--- src/rtl/sot_align_pkg.sv ---
// Shared types and widths for the S-bit start-of-frame alignment supervisor.
// Holds the FSM encoding, the WAIT timer width and the retry counter width.
package sot_align_pkg;

    typedef enum logic [1:0] {
        ST_RESET  = 2'd0,
        ST_WAIT   = 2'd1,
        ST_RUN    = 2'd2,
        ST_FAILED = 2'd3
    } state_t;

    localparam int TIMER_WIDTH = 16;
    localparam int RETRY_WIDTH = 2;

endpackage

--- src/rtl/sat_counter.sv ---
// Saturating up-counter with synchronous clear; used for per-link lock-loss counts.
// Clear beats increment so a clear request always wins over a same-cycle event.
module sat_counter #(
    parameter int WIDTH = 8
) (
    input  logic             clock,
    input  logic             reset,
    input  logic             clr,
    input  logic             inc,
    output logic [WIDTH-1:0] count
);

    // NOTE: sequential state uses non-blocking assignments so every flop samples pre-edge values.
    always_ff @(posedge clock) begin
        if (reset || clr) begin
            count <= '0;
        end else if (inc && (count != {WIDTH{1'b1}})) begin
            count <= count + 1'b1;
        end
    end

endmodule

--- src/rtl/sot_align_ctrl.sv ---
// Supervisor for the bank of S-bit frame aligners: reset sequencing, lock wait, run monitoring.
// Optional macro SOT_ALIGN_AUTO_MASK_EN auto-masks links still unlocked when retries run out.
module sot_align_ctrl
    import sot_align_pkg::*;
#(
    parameter int NUM_VFATS    = 24,
    parameter int RESET_CYCLES = 16,
    parameter int MAX_RETRIES  = 3,
    parameter int CNT_WIDTH    = 8
) (
    input  logic                           clock,
    input  logic                           reset_i,
    input  logic [NUM_VFATS-1:0]           sot_is_aligned_i,
    input  logic [NUM_VFATS-1:0]           sot_unstable_i,
    input  logic [NUM_VFATS-1:0]           vfat_mask_i,
    input  logic [15:0]                    timeout_i,
    input  logic                           resync_req_i,
    input  logic                           cnt_reset_i,
    output logic [NUM_VFATS-1:0]           aligner_reset_o,
    output logic [NUM_VFATS-1:0]           auto_mask_o,
    output logic                           sot_ready_o,
    output logic                           align_failed_o,
    output logic [1:0]                     retry_cnt_o,
    output logic [NUM_VFATS*CNT_WIDTH-1:0] lock_loss_cnt_o
);

    localparam logic [TIMER_WIDTH-1:0] RESET_LAST  = TIMER_WIDTH'(RESET_CYCLES - 1);
    localparam int                     RETRY_MAX   = (1 << RETRY_WIDTH) - 1;
    localparam logic [RETRY_WIDTH-1:0] RETRY_LIMIT =
        RETRY_WIDTH'((MAX_RETRIES > RETRY_MAX) ? RETRY_MAX : MAX_RETRIES);

    state_t                 state;
    state_t                 state_nxt;
    logic [TIMER_WIDTH-1:0] timer;
    logic [TIMER_WIDTH-1:0] timer_nxt;
    logic [RETRY_WIDTH-1:0] retry_cnt;
    logic [RETRY_WIDTH-1:0] retry_nxt;
    logic [NUM_VFATS-1:0]   auto_mask;
    logic [NUM_VFATS-1:0]   auto_mask_nxt;

    logic [NUM_VFATS-1:0]   enabled;
    logic [NUM_VFATS-1:0]   fault_vec;
    logic [NUM_VFATS-1:0]   cnt_inc;
    logic                   all_locked;

    assign enabled    = ~vfat_mask_i & ~auto_mask;
    assign all_locked = &(sot_is_aligned_i | ~enabled);
    assign fault_vec  = enabled & (sot_unstable_i | ~sot_is_aligned_i);

    // A resync request pre-empts the FSM, so faults in that cycle are not counted.
    assign cnt_inc = ((state == ST_RUN) && !resync_req_i) ? fault_vec : '0;

    // NOTE: every always_comb output gets a default first so no path can infer a latch.
    always_comb begin
        state_nxt = state;
        timer_nxt = timer;
        retry_nxt = retry_cnt;
`ifdef SOT_ALIGN_AUTO_MASK_EN
        auto_mask_nxt = auto_mask;
`else
        auto_mask_nxt = '0;
`endif

        if (resync_req_i) begin
            state_nxt     = ST_RESET;
            timer_nxt     = '0;
            retry_nxt     = '0;
            auto_mask_nxt = '0;
        end else begin
            case (state)
                ST_RESET: begin
                    if (timer == RESET_LAST) begin
                        state_nxt = ST_WAIT;
                        timer_nxt = '0;
                    end else begin
                        timer_nxt = timer + 1'b1;
                    end
                end

                ST_WAIT: begin
                    timer_nxt = timer + 1'b1;
                    if (all_locked) begin
                        state_nxt = ST_RUN;
                        timer_nxt = '0;
                    end else if (timer == timeout_i) begin
                        timer_nxt = '0;
                        if (retry_cnt < RETRY_LIMIT) begin
                            retry_nxt = retry_cnt + 1'b1;
                            state_nxt = ST_RESET;
                        end else begin
`ifdef SOT_ALIGN_AUTO_MASK_EN
                            // Give up on the stragglers only, then retry the rest from scratch.
                            auto_mask_nxt = auto_mask | (enabled & ~sot_is_aligned_i);
                            retry_nxt     = '0;
                            state_nxt     = ST_RESET;
`else
                            state_nxt = ST_FAILED;
`endif
                        end
                    end
                end

                ST_RUN: begin
                    if (|fault_vec) begin
                        state_nxt = ST_RESET;
                        timer_nxt = '0;
                        retry_nxt = '0;
                    end
                end

                ST_FAILED: begin
                    state_nxt = ST_FAILED;
                end

                default: begin
                    state_nxt = ST_RESET;
                    timer_nxt = '0;
                end
            endcase
        end
    end

    // Outputs are registered from the next-state view so they line up with the state register.
    always_ff @(posedge clock) begin
        if (reset_i) begin
            state           <= ST_RESET;
            timer           <= '0;
            retry_cnt       <= '0;
            auto_mask       <= '0;
            aligner_reset_o <= '1;
            sot_ready_o     <= 1'b0;
            align_failed_o  <= 1'b0;
        end else begin
            state           <= state_nxt;
            timer           <= timer_nxt;
            retry_cnt       <= retry_nxt;
            auto_mask       <= auto_mask_nxt;
            aligner_reset_o <= {NUM_VFATS{state_nxt == ST_RESET}};
            sot_ready_o     <= (state_nxt == ST_RUN) && (|(~vfat_mask_i & ~auto_mask_nxt));
            align_failed_o  <= (state_nxt == ST_FAILED);
        end
    end

    assign auto_mask_o = auto_mask;
    assign retry_cnt_o = retry_cnt;

    for (genvar i = 0; i < NUM_VFATS; i++) begin : g_cnt
        sat_counter #(
            .WIDTH (CNT_WIDTH)
        ) u_cnt (
            .clock (clock),
            .reset (reset_i),
            .clr   (cnt_reset_i),
            .inc   (cnt_inc[i]),
            .count (lock_loss_cnt_o[CNT_WIDTH*i +: CNT_WIDTH])
        );
    end

endmodule
--- config.mk ---
export PLATFORM = sky130hd
export DESIGN_NAME = sot_align_ctrl
export DESIGN_NICKNAME = d
export VERILOG_FILES = /design/src/rtl/sot_align_pkg.sv /design/src/rtl/sat_counter.sv /design/src/rtl/sot_align_ctrl.sv
export SDC_FILE = /design/constraint.sdc
export NUM_CORES = 1
export LEC_CHECK = 0
export BUFFER_PORTS_ARGS = -buffer_cell sky130_fd_sc_hd__buf_4
export CELL_PAD_IN_SITES_DETAIL_PLACEMENT = 1
export CELL_PAD_IN_SITES_GLOBAL_PLACEMENT = 2
export CORE_MARGIN = 2
export CORE_UTILIZATION = 30
export DETAILED_ROUTE_END_ITERATION = 12
export GPL_TIMING_DRIVEN = 0
export MAX_ROUTING_LAYER = met4
export PLACE_DENSITY_LB_ADDON = 0.08
export SYNTH_ARGS = -nofsm -noshare
export SYNTH_HDL_FRONTEND = slang
export SYNTH_SLANG_ARGS = --single-unit
--- constraint.sdc ---
create_clock -name clock -period 2.6 [get_ports clock]
set_input_delay 0.52 -clock clock [delete_from_list [all_inputs] [get_ports clock]]
set_output_delay 0.52 -clock clock [all_outputs]
set_load 0.01 [all_outputs]
==> results.sh, run 1 <==
export IMPL_status="completed"
export IMPL_ys_types=55
export IMPL_p_int_w=0.00566
export IMPL_insertion_delay_ns=0.54
export IMPL_final_common_cell="buf_4"
export IMPL_final_util=0.413
export IMPL_grt_max_degree=25
export IMPL_grt_pass1_wl_mm=60.9
export IMPL_ir_drop_v=0.000394
export IMPL_num_vias=10355
export IMPL_first_pass_iters=4
export IMPL_endpoint_kind="register"
export IMPL_drtAntennaViolNets=0
export IMPL_cp_arrival_ns=2.90
export IMPL_drive_gt1_frac=0.291
export IMPL_postSynthAreaPerCell_um2=9.16
export IMPL_setup_tns_ns=0
export IMPL_final_area_mm2=0.0151
export IMPL_viasPerCell=4.98
export IMPL_grt_overflow=0
export IMPL_cts_sinks=215
export IMPL_swShare=0.235
export IMPL_antenna_found_initial=5
export IMPL_place_area_mm2=0.0142
export IMPL_synth_top_cell_area_share=0.386
export IMPL_synth_xor_area_frac=0.114
export IMPL_start_util=0.305
export IMPL_clkPwrFrac=0.497
export IMPL_p_comb_frac=0.057
export IMPL_multi_input_area_mm2=0.00640
export IMPL_slew_headroom=0.406
export IMPL_final_cell_mix="buf_4, dfxtp_1, nor2_1"
export IMPL_synth_top_family_by_area="simple AND/OR/NAND/NOR gates"
export IMPL_dp_hpwl_mm=31.6
export IMPL_seqPwrFrac=0.446
export IMPL_syn_inst=1218
export IMPL_dp_cells=2020
export IMPL_synth_edf_count=0
export IMPL_die_height_um=197
export IMPL_cp_start_kind="register"
export IMPL_fin_crit_sh=0.941
export IMPL_finalSetupViolCount=0
export IMPL_seqCellArea_mm2=0.00430
export IMPL_syn_area_mm2=0.0112
export IMPL_worst_slew_pin_slew_ns=0.891
export IMPL_first_global_vias=10336
export IMPL_core_area_mm2=0.0366
export IMPL_gp_congestion=0.853
export IMPL_ys_seq_area_frac=0.386
export IMPL_area_growth_pct=35.6
export IMPL_final_max_slew_violation_count=0
export IMPL_fp_dieW_um=197
export IMPL_synth_compound_area_frac=0.135
export IMPL_cts_tree="yes"
export IMPL_grt_usage=0.208
export IMPL_final_setup_skew_ns=0.00840
export IMPL_p_leak_nw=6.03
export IMPL_min_path_type="in -> reg"
export IMPL_row_count=70
export IMPL_required_ns=3.06
export IMPL_finalHoldViolCount=0
export IMPL_synth_largest_area_cell="dfxtp_1"
export IMPL_synth_warnings=0
export IMPL_ctsHoldBuffers=0
export IMPL_max_cap_viol_count=0
export IMPL_synth_area_leaders="dfxtp_1, xor2_1, nor2_1"
export IMPL_crit_fanout=10
export IMPL_numPortBuffers=311
export IMPL_clkTransAtPathRegs_ns=0.06
export IMPL_fillCellCount=4353
export IMPL_clockBufferDepth=3
export IMPL_synth_fa_ha_area_frac=0.0348
export IMPL_htree_levels=1
export IMPL_synthArstFlopShare=0
export IMPL_drt_wirelength_per_cell_um=19.5
export IMPL_fin_crit_ns=2.45
export IMPL_wl_mm=40.6
export IMPL_final_cells=2080
export IMPL_synthFlopType="dfxtp_1"
export IMPL_cts_root_buf="clkbuf_16"
export IMPL_whs_ns=0.275
export IMPL_ios=336
export IMPL_fmax_mhz=409
export IMPL_drtIter0Drc=334
export IMPL_die_area_mm2=0.0387
export IMPL_synth_seq_cells=215
export IMPL_route_detailed_drc=0
export IMPL_nets=1711
export IMPL_synth_simple_area_share=0.259
export IMPL_numCtsBuffers=27
export IMPL_power_density_mw_per_mm2=489
export IMPL_synth_area_mux_share=0.0206
export IMPL_criticalPathCategory="reg -> reg"
export IMPL_p_switching_w=0.00174
==> area by class of cell <==
cell class / instances / area share
repair buffers: 318 / 0.158
inverters: 14 / 0.00348
well taps: 468 / 0.0387
clock inverters: 9 / 0.00480
flip-flops and latches: 215 / 0.285
multi-input cells: 934 / 0.423
diodes: 5 / 0.000828
clock buffers: 39 / 0.0523
plain buffers: 78 / 0.0339
==> synth_stat cells, types with 3 or more instances <==
master,count
nor3_1,8
xor2_1,98
buf_6,3
and3_1,49
buf_4,47
and4_1,22
o21ai_0,57
and2b_1,5
buf_2,3
clkbuf_1,24
nand2_1,83
o22ai_1,28
nor2b_1,20
mux2i_1,23
inv_1,14
dfxtp_1,215
nor2_1,157
a21oi_1,58
or3_1,49
ha_1,31
a2111oi_4,19
xnor2_1,47
nand3_1,12
nand4_2,15
nand4_1,76
nor4_1,14
==> per-stage QoR <==
stage | setup slack, ns | power [W]
3_5_place_dp | -0.401 | 0.00379
6_report | 0.154 | 0.00740
4_1_cts | 0.000483 | 0.00751
2_1_floorplan | 0.482 | 0.00354
3_3_place_gp | -0.359 | 0.00379
5_1_grt | -0.0233 | 0.00767
==> cells by family (layout without fill, tap and decap cells) <==
| group | after synthesis | after routing |
|---|---|---|
| flip-flops | 215 | 215 |
| buffers and inverters | 92 | 458 |
| adder cells (fa/ha/maj) | 31 | 31 |
| AND/OR/NAND/NOR | 527 | 527 |
| XOR/XNOR | 145 | 145 |
| multiplexers | 23 | 23 |
| other | 1 | 29 |
| AO/OA/AOI/OAI | 184 | 184 |
==> metal layers <==
metal / vias to the layer above / global-route usage / part of all wire
met5: - / - / 0
met4: 0 / 0.0615 / 0.027
met3: 64 / 0.0352 / 0.048
met2: 227 / 0.351 / 0.48
met1: 4990 / 0.256 / 0.44
li1: 5074 / - / -
==> power by group through the flow <==
| stage | Clock, W | Combinational (W) | Sequential (W) |
|---|---|---|---|
| floorplan | 0 | 0.000174 | 0.00337 |
| global placement | 0 | 0.000421 | 0.00337 |
| detailed placement | 0 | 0.000424 | 0.00337 |
| CTS | 0.00379 | 0.000426 | 0.00330 |
| global route | 0.00392 | 0.000453 | 0.00330 |
| finish | 0.00368 | 0.000420 | 0.00330 |
==> state kept, by name (all words and copies together) (netlist names) <==
signal and flops:
align_failed_o 1, aligner_reset_o 1, g_cnt.u_cnt.count 192, retry_cnt_o 2
sot_ready_o 1, state 2, timer 16
==> worst paths after layout <==
path,from,end,slack (ns),cells past startpoint
max,state[0]$_SDFF_PP0_,g_cnt[1].u_cnt.count[7]$_SDFFE_PP0P_,0.15,9
min reg2reg,g_cnt[9].u_cnt.count[1]$_SDFFE_PP0P_,g_cnt[9].u_cnt.count[1]$_SDFFE_PP0P_,0.50,2
max reg2reg,state[0]$_SDFF_PP0_,g_cnt[1].u_cnt.count[7]$_SDFFE_PP0P_,0.15,9
min,reset_i,aligner_reset_o[0]$_SDFF_PP1_,0.28,3
==> critical path, cell delays in order, from the launching register on <==
cell and delay, ns:
dfxtp_1 0.35, inv_1 0.16, ha_4 0.20, nand2b_1 0.07, buf_6 0.18, buf_6 0.20
a2111oi_4 0.47, nand4_2 0.22, or3_1 0.34, a21oi_1 0.14
==> repair_timing <==
item / in CTS / in global routing
setup endpoints to repair: 11 / 77
endpoints found under the hold margin: 0 / 0
gates resized for setup: 1 / 4
setup buffers: 2 / 5
pin swaps: 3 / 8
Note: power is estimated with default switching activity, not from simulation.
==> inputs of run 2 (changes only) <==
==> constraint.sdc (replaced) <==
create_clock -name clock -period 2.6 [get_ports clock]
set_input_delay 0.65 -clock clock [delete_from_list [all_inputs] [get_ports clock]]
set_output_delay 0.65 -clock clock [all_outputs]
set_load 0.01 [all_outputs]
==> run 2 against run 1 <==
Net effect: critical path depth is 1 lower; first-iteration DRC count is 2.1% higher; global-route usage unchanged; utilization about the same; critical path type is now in -> reg; critical endpoint is now timer[8]$_SDFFE_PP0P_; largest cell class unchanged; largest power group unchanged.
==> results.sh, run 2 (synthesis gave the netlist of run 1 again) <==
export IMPL_cp_arrival_ns=2.97
export IMPL_top_register="g_cnt.u_cnt.count"
export IMPL_die_height_um=197
export IMPL_final_max_slew_violation_count=0
export IMPL_drtIter0Drc=341
export IMPL_die_area_mm2=0.0387
export IMPL_required_ns=3.06
export IMPL_grt_max_degree=25
export IMPL_htree_levels=1
export IMPL_wl_mm=40.6
export IMPL_fmax_mhz=399
export IMPL_grt_overflow=0
export IMPL_fin_crit_sh=0.965
export IMPL_final_area_mm2=0.0151
export IMPL_num_vias=10384
export IMPL_timing_final_ws_setup_ns=0.0922
export IMPL_viasPerCell=4.99
export IMPL_cts_tree="yes"
export IMPL_start_util=0.305
export IMPL_cp_cell_sequence="buf_4, nor2b_1, o22ai_1, nor4_1, a41o_1, buf_2, o21ai_0, a21oi_1"
export IMPL_cts_sinks=215
export IMPL_drive_gt1_frac=0.292
export IMPL_cp_start_kind="primary input"
export IMPL_p_switching_w=0.00174
export IMPL_clkPwrFrac=0.497
export IMPL_cp_top_family="compound AO/OA/AOI/OAI gates"
export IMPL_core_area_mm2=0.0366
export IMPL_finalHoldViolCount=0
export IMPL_final_setup_skew_ns=0.00871
export IMPL_largest_reg_flops=192
export IMPL_swShare=0.235
export IMPL_route_detailed_drc=0
export IMPL_grt_usage=0.208
export IMPL_gp_congestion=0.853
export IMPL_slowest_delay_ns=0.54
export IMPL_final_cell_mix="buf_4, dfxtp_1, nor2_1"
export IMPL_ctsHoldBuffers=0
export IMPL_fin_crit_ns=2.51
export IMPL_final_common_cell="buf_4"
export IMPL_drt_wirelength_per_cell_um=19.5
export IMPL_place_area_mm2=0.0142
export IMPL_ios=336
export IMPL_largestRegisters="g_cnt.u_cnt.count: 192 flops, timer: 16 flops"
export IMPL_first_global_vias=10336
export IMPL_ir_drop_v=0.000392
export IMPL_numPortBuffers=311
export IMPL_clkTransAtPathRegs_ns=0.06
export IMPL_total_power_w=0.00740
export IMPL_cts_root_buf="clkbuf_16"
export IMPL_whs_ns=0.406
export IMPL_max_cap_viol_count=0
export IMPL_nets=1711
export IMPL_seqPwrFrac=0.446
export IMPL_slew_headroom=0.403
export IMPL_power_density_mw_per_mm2=489
export IMPL_p_comb_frac=0.057
export IMPL_first_pass_iters=4
export IMPL_slowest_stage="nor4_1"
export IMPL_insertion_delay_ns=0.54
export IMPL_path_buf_inv=2
export IMPL_area_growth_pct=35.6
export IMPL_endpoint_kind="register"
export IMPL_dp_cells=2020
export IMPL_row_count=70
export IMPL_drtAntennaViolNets=0
export IMPL_p_leak_nw=6.03
export IMPL_dp_hpwl_mm=31.6
export IMPL_pre_cts_ws_ns=-0.531
export IMPL_clockBufferDepth=3
export IMPL_worst_slew_pin_slew_ns=0.895
export IMPL_fillCellCount=4352
export IMPL_final_cells=2080
export IMPL_status="completed"
export IMPL_finalSetupViolCount=0
export IMPL_antenna_found_initial=5
export IMPL_p_int_w=0.00566
export IMPL_min_path_type="in -> reg"
export IMPL_criticalPathCategory="in -> reg"
export IMPL_fp_dieW_um=197
export IMPL_grt_pass1_wl_mm=60.9
export IMPL_numCtsBuffers=27
export IMPL_crit_fanout=10
[run 2: final cells by class]
class / count / area (µm²) / share of cell area
sequential: 215 / 4300 / 0.285
clock inverter: 9 / 72.6 / 0.00480
inverter: 14 / 52.6 / 0.00348
multi-input combinational: 934 / 6400 / 0.424
antenna: 5 / 12.5 / 0.000827
clock buffer: 39 / 791 / 0.0523
buffer: 78 / 512 / 0.0338
tap: 468 / 586 / 0.0387
timing repair buffer: 318 / 2390 / 0.158
[run 2: repair_timing]
| item | 4_1_cts | 5_1_grt |
|---|---|---|
| resized for setup | 1 | 6 |
| setup endpoints to repair | 11 | 77 |
| pin swaps | 3 | 8 |
| setup buffers | 2 | 5 |
[run 2: worst paths after layout]
| check | depth (start not counted) | endpoint | slack, ns | startpoint |
|---|---|---|---|---|
| worst max-delay path | 8 | timer[8]$_SDFFE_PP0P_ | 0.09 | sot_unstable_i[2] |
| worst min-delay path | 3 | aligner_reset_o[0]$_SDFF_PP1_ | 0.41 | reset_i |
| worst max register to register | 9 | g_cnt[1].u_cnt.count[7]$_SDFFE_PP0P_ | 0.15 | state[0]$_SDFF_PP0_ |
| worst min register to register | 2 | g_cnt[9].u_cnt.count[1]$_SDFFE_PP0P_ | 0.50 | g_cnt[9].u_cnt.count[1]$_SDFFE_PP0P_ |
[run 2: power groups by stage]
stage / Clock (W) / Sequential [W] / Combinational, W
finish: 0.00368 / 0.00330 / 0.000422
global route: 0.00392 / 0.00330 / 0.000454
CTS: 0.00379 / 0.00330 / 0.000426
detailed placement: 0 / 0.00337 / 0.000424
global placement: 0 / 0.00337 / 0.000421
floorplan: 0 / 0.00337 / 0.000174
[run 2: layer usage]
| metal | vias to the layer above | share of wire | GRT usage |
|---|---|---|---|
| met5 | - | 0 | - |
| met4 | 0 | 0.026 | 0.0615 |
| met3 | 64 | 0.051 | 0.0352 |
| met2 | 232 | 0.48 | 0.351 |
| met1 | 5016 | 0.44 | 0.256 |
| li1 | 5072 | - | - |
[run 2: worst register-to-register path: cells and delay by family, from the launching register on]
kind / cells / cell delay, ns
and+or+nand+nor: 3 / 0.64
AOI/OAI and AO/OA: 2 / 0.62
buffers and inverters: 3 / 0.55
DFF: 1 / 0.35
adders and majority gates: 1 / 0.20
[run 2: per-stage QoR]
step                      TNS [ns]  utilization
final                            0        0.413
after global routing       -0.0256        0.413
after CTS                        0        0.411
after detailed placement     -7.61        0.387
after global placement       -6.75        0.387
after floorplan                  0            -
==> inputs of run 3 (changes only) <==
--- a/config.mk
+++ b/config.mk
@@ -5,12 +5,12 @@
 export SDC_FILE = /design/constraint.sdc
 export NUM_CORES = 1
 export LEC_CHECK = 0
-export BUFFER_PORTS_ARGS = -buffer_cell sky130_fd_sc_hd__buf_4
 export CELL_PAD_IN_SITES_DETAIL_PLACEMENT = 1
 export CELL_PAD_IN_SITES_GLOBAL_PLACEMENT = 2
-export CORE_MARGIN = 2
+export CORE_ASPECT_RATIO = 1.75
 export CORE_UTILIZATION = 30
 export DETAILED_ROUTE_END_ITERATION = 12
+export DONT_BUFFER_PORTS = 1
 export GPL_TIMING_DRIVEN = 0
 export MAX_ROUTING_LAYER = met4
 export PLACE_DENSITY_LB_ADDON = 0.08
==> run 3 against run 2 <==
Net effect: worst setup slack better by 0.096 ns; critical path type is now reg -> reg; combinational power is 40% lower; final area is 15% lower; largest cell class unchanged; critical path depth is 2 higher.
==> results.sh, run 3 (synthesis gave the netlist of run 1 again) <==
export IMPL_top_register="g_cnt.u_cnt.count"
export IMPL_insertion_delay_ns=0.52
export IMPL_dp_cells=1716
export IMPL_gp_congestion=0.773
export IMPL_endpoint_kind="register"
export IMPL_max_cap_viol_count=0
export IMPL_crit_top_cell="buf_6"
export IMPL_first_global_vias=9641
export IMPL_grt_max_degree=25
export IMPL_first_pass_iters=6
export IMPL_drtAntennaViolNets=0
export IMPL_slew_headroom=0.421
export IMPL_timing_final_ws_setup_ns=0.189
export IMPL_start_util=0.303
export IMPL_reg2reg_depth=10
export IMPL_largestRegisters="g_cnt.u_cnt.count: 192 flops, timer: 16 flops"
export IMPL_path_buf_inv=3
export IMPL_cts_tree="yes"
export IMPL_min_path_type="in -> reg"
export IMPL_final_cells=1774
export IMPL_viasPerCell=5.21
export IMPL_slowest_stage="or3_1"
export IMPL_antenna_found_initial=2
export IMPL_grt_usage=0.210
export IMPL_wl_mm=39.6
export IMPL_final_setup_skew_ns=0.0140
export IMPL_final_max_slew_violation_count=0
export IMPL_p_leak_nw=4.42
export IMPL_die_height_um=257
export IMPL_dp_hpwl_mm=31.2
export IMPL_min_path_cells=2
export IMPL_fin_crit_ns=2.41
export IMPL_drt_wirelength_per_cell_um=22.3
export IMPL_numCtsBuffers=25
export IMPL_numPortBuffers=0
export IMPL_clockBufferDepth=3
export IMPL_die_area_mm2=0.0380
export IMPL_rsz0062_at_grt="false"
export IMPL_drtIter0Drc=200
export IMPL_final_cell_mix="dfxtp_1, nor2_1, xor2_1"
export IMPL_required_ns=2.99
export IMPL_rr_startpoint="state[0]$_SDFF_PP0_"
export IMPL_whs_ns=0.306
export IMPL_total_power_w=0.00709
export IMPL_nets=1403
export IMPL_row_count=93
export IMPL_num_vias=9246
export IMPL_slowest_delay_ns=0.45
export IMPL_route_detailed_drc=0
export IMPL_fmax_mhz=415
export IMPL_cts_sinks=215
export IMPL_grt_overflow=0
export IMPL_core_area_mm2=0.0368
export IMPL_final_common_cell="dfxtp_1"
export IMPL_rr_endpoint="g_cnt[17].u_cnt.count[7]$_SDFFE_PP0P_"
export IMPL_largest_reg_flops=192
export IMPL_fp_dieW_um=148
export IMPL_worst_slew_pin_slew_ns=0.869
export IMPL_finalHoldViolCount=0
export IMPL_cp_arrival_ns=2.80
export IMPL_cp_top_family="simple AND/OR/NAND/NOR gates"
export IMPL_setup_tns_ns=0
export IMPL_pre_cts_ws_ns=-0.602
export IMPL_area_growth_pct=14.6
export IMPL_clkTransAtPathRegs_ns=0.06
export IMPL_hp_start="reset_i"
export IMPL_criticalPathCategory="reg -> reg"
export IMPL_power_density_mw_per_mm2=555
export IMPL_grt_pass1_wl_mm=59.2
export IMPL_ios=336
export IMPL_ir_drop_v=0.000314
export IMPL_status="completed"
export IMPL_crit_fanout=10
export IMPL_hold_end="aligner_reset_o[0]$_SDFF_PP1_"
export IMPL_cts_root_buf="clkbuf_16"
export IMPL_cp_cell_sequence="inv_2, ha_4, nand2b_1, buf_6, buf_6, or3_1, a31oi_4, nand4_1, xor2_1, nor2_1"
export IMPL_drive_gt1_frac=0.123
export IMPL_cp_start_kind="register"
export IMPL_finalSetupViolCount=0
export IMPL_htree_levels=1
export IMPL_fin_crit_sh=0.927
export IMPL_reg2reg_slack_ns=0.19
==> run 3: changes by cell type in the layout (fill, tap and decap cells not counted), sizes merged <==
| cell | before | now |
|---|---|---|
| diode | 5 | 3 |
| clkinv | 7 | 4 |
| clkbuf | 63 | 62 |
| clkinvlp | 1 | 0 |
| buf | 372 | 66 |
==> run 3: what timing repair did <==
item | CTS | global route
setup endpoints to repair | 29 | 48
buffers inserted | 2 | 10
gates resized for setup | 5 | 2
hold buffers | 0 | 0
pin swaps | 1 | 12
==> run 3: layer usage <==
layer	wire (µm)	global-route usage	vias up
met1	14300	0.208	4524
li1	-	-	4429
met3	3560	0.0700	40
met2	20900	0.386	253
met4	815	0.0573	0
met5	0	-	-
==> run 3: worst max path at each step <==
stage	start	end	slack, ns	depth (start not counted)
final	state[0]$_SDFF_PP0_	g_cnt[17].u_cnt.count[7]$_SDFFE_PP0P_	0.19	10
after global routing	state[0]$_SDFF_PP0_	g_cnt[20].u_cnt.count[7]$_SDFFE_PP0P_	0.05	10
after CTS	state[0]$_SDFF_PP0_	g_cnt[17].u_cnt.count[7]$_SDFFE_PP0P_	0.03	10
after detailed placement	sot_is_aligned_i[16]	timer[10]$_SDFFE_PP0P_	-0.60	6
after global placement	sot_is_aligned_i[16]	timer[10]$_SDFFE_PP0P_	-0.56	6
after floorplan	resync_req_i	g_cnt[0].u_cnt.count[6]$_SDFFE_PP0P_	0.39	8
==> run 3: power by group <==
| group | total (W) | switching [W] | leakage (nW) | internal (W) |
|---|---|---|---|---|
| Clock | 0.00354 | 0.00143 | 0.407 | 0.00211 |
| Combinational | 0.000252 | 0.000168 | 2.29 | 0.0000846 |
| Sequential | 0.00330 | 0.00000278 | 1.73 | 0.00330 |
==> run 3: cell type report <==
class	instances	area, µm²
Fill cell	4328	24000
Clock buffer	38	764
Clock inverter	5	50.0
Inverter	14	52.6
Tap cell	475	594
Sequential cell	215	4300
Multi-Input combinational cell	934	6410
Timing Repair Buffer	12	90.1
Buffer	78	512
Antenna cell	3	7.51
==> run 3: per-stage QoR <==
stage / util / instance area, µm²
2_1_floorplan: - / 11200
3_3_place_gp: 0.322 / 11800
3_5_place_dp: 0.322 / 11800
4_1_cts: 0.345 / 12700
5_1_grt: 0.348 / 12800
6_report: 0.348 / 12800
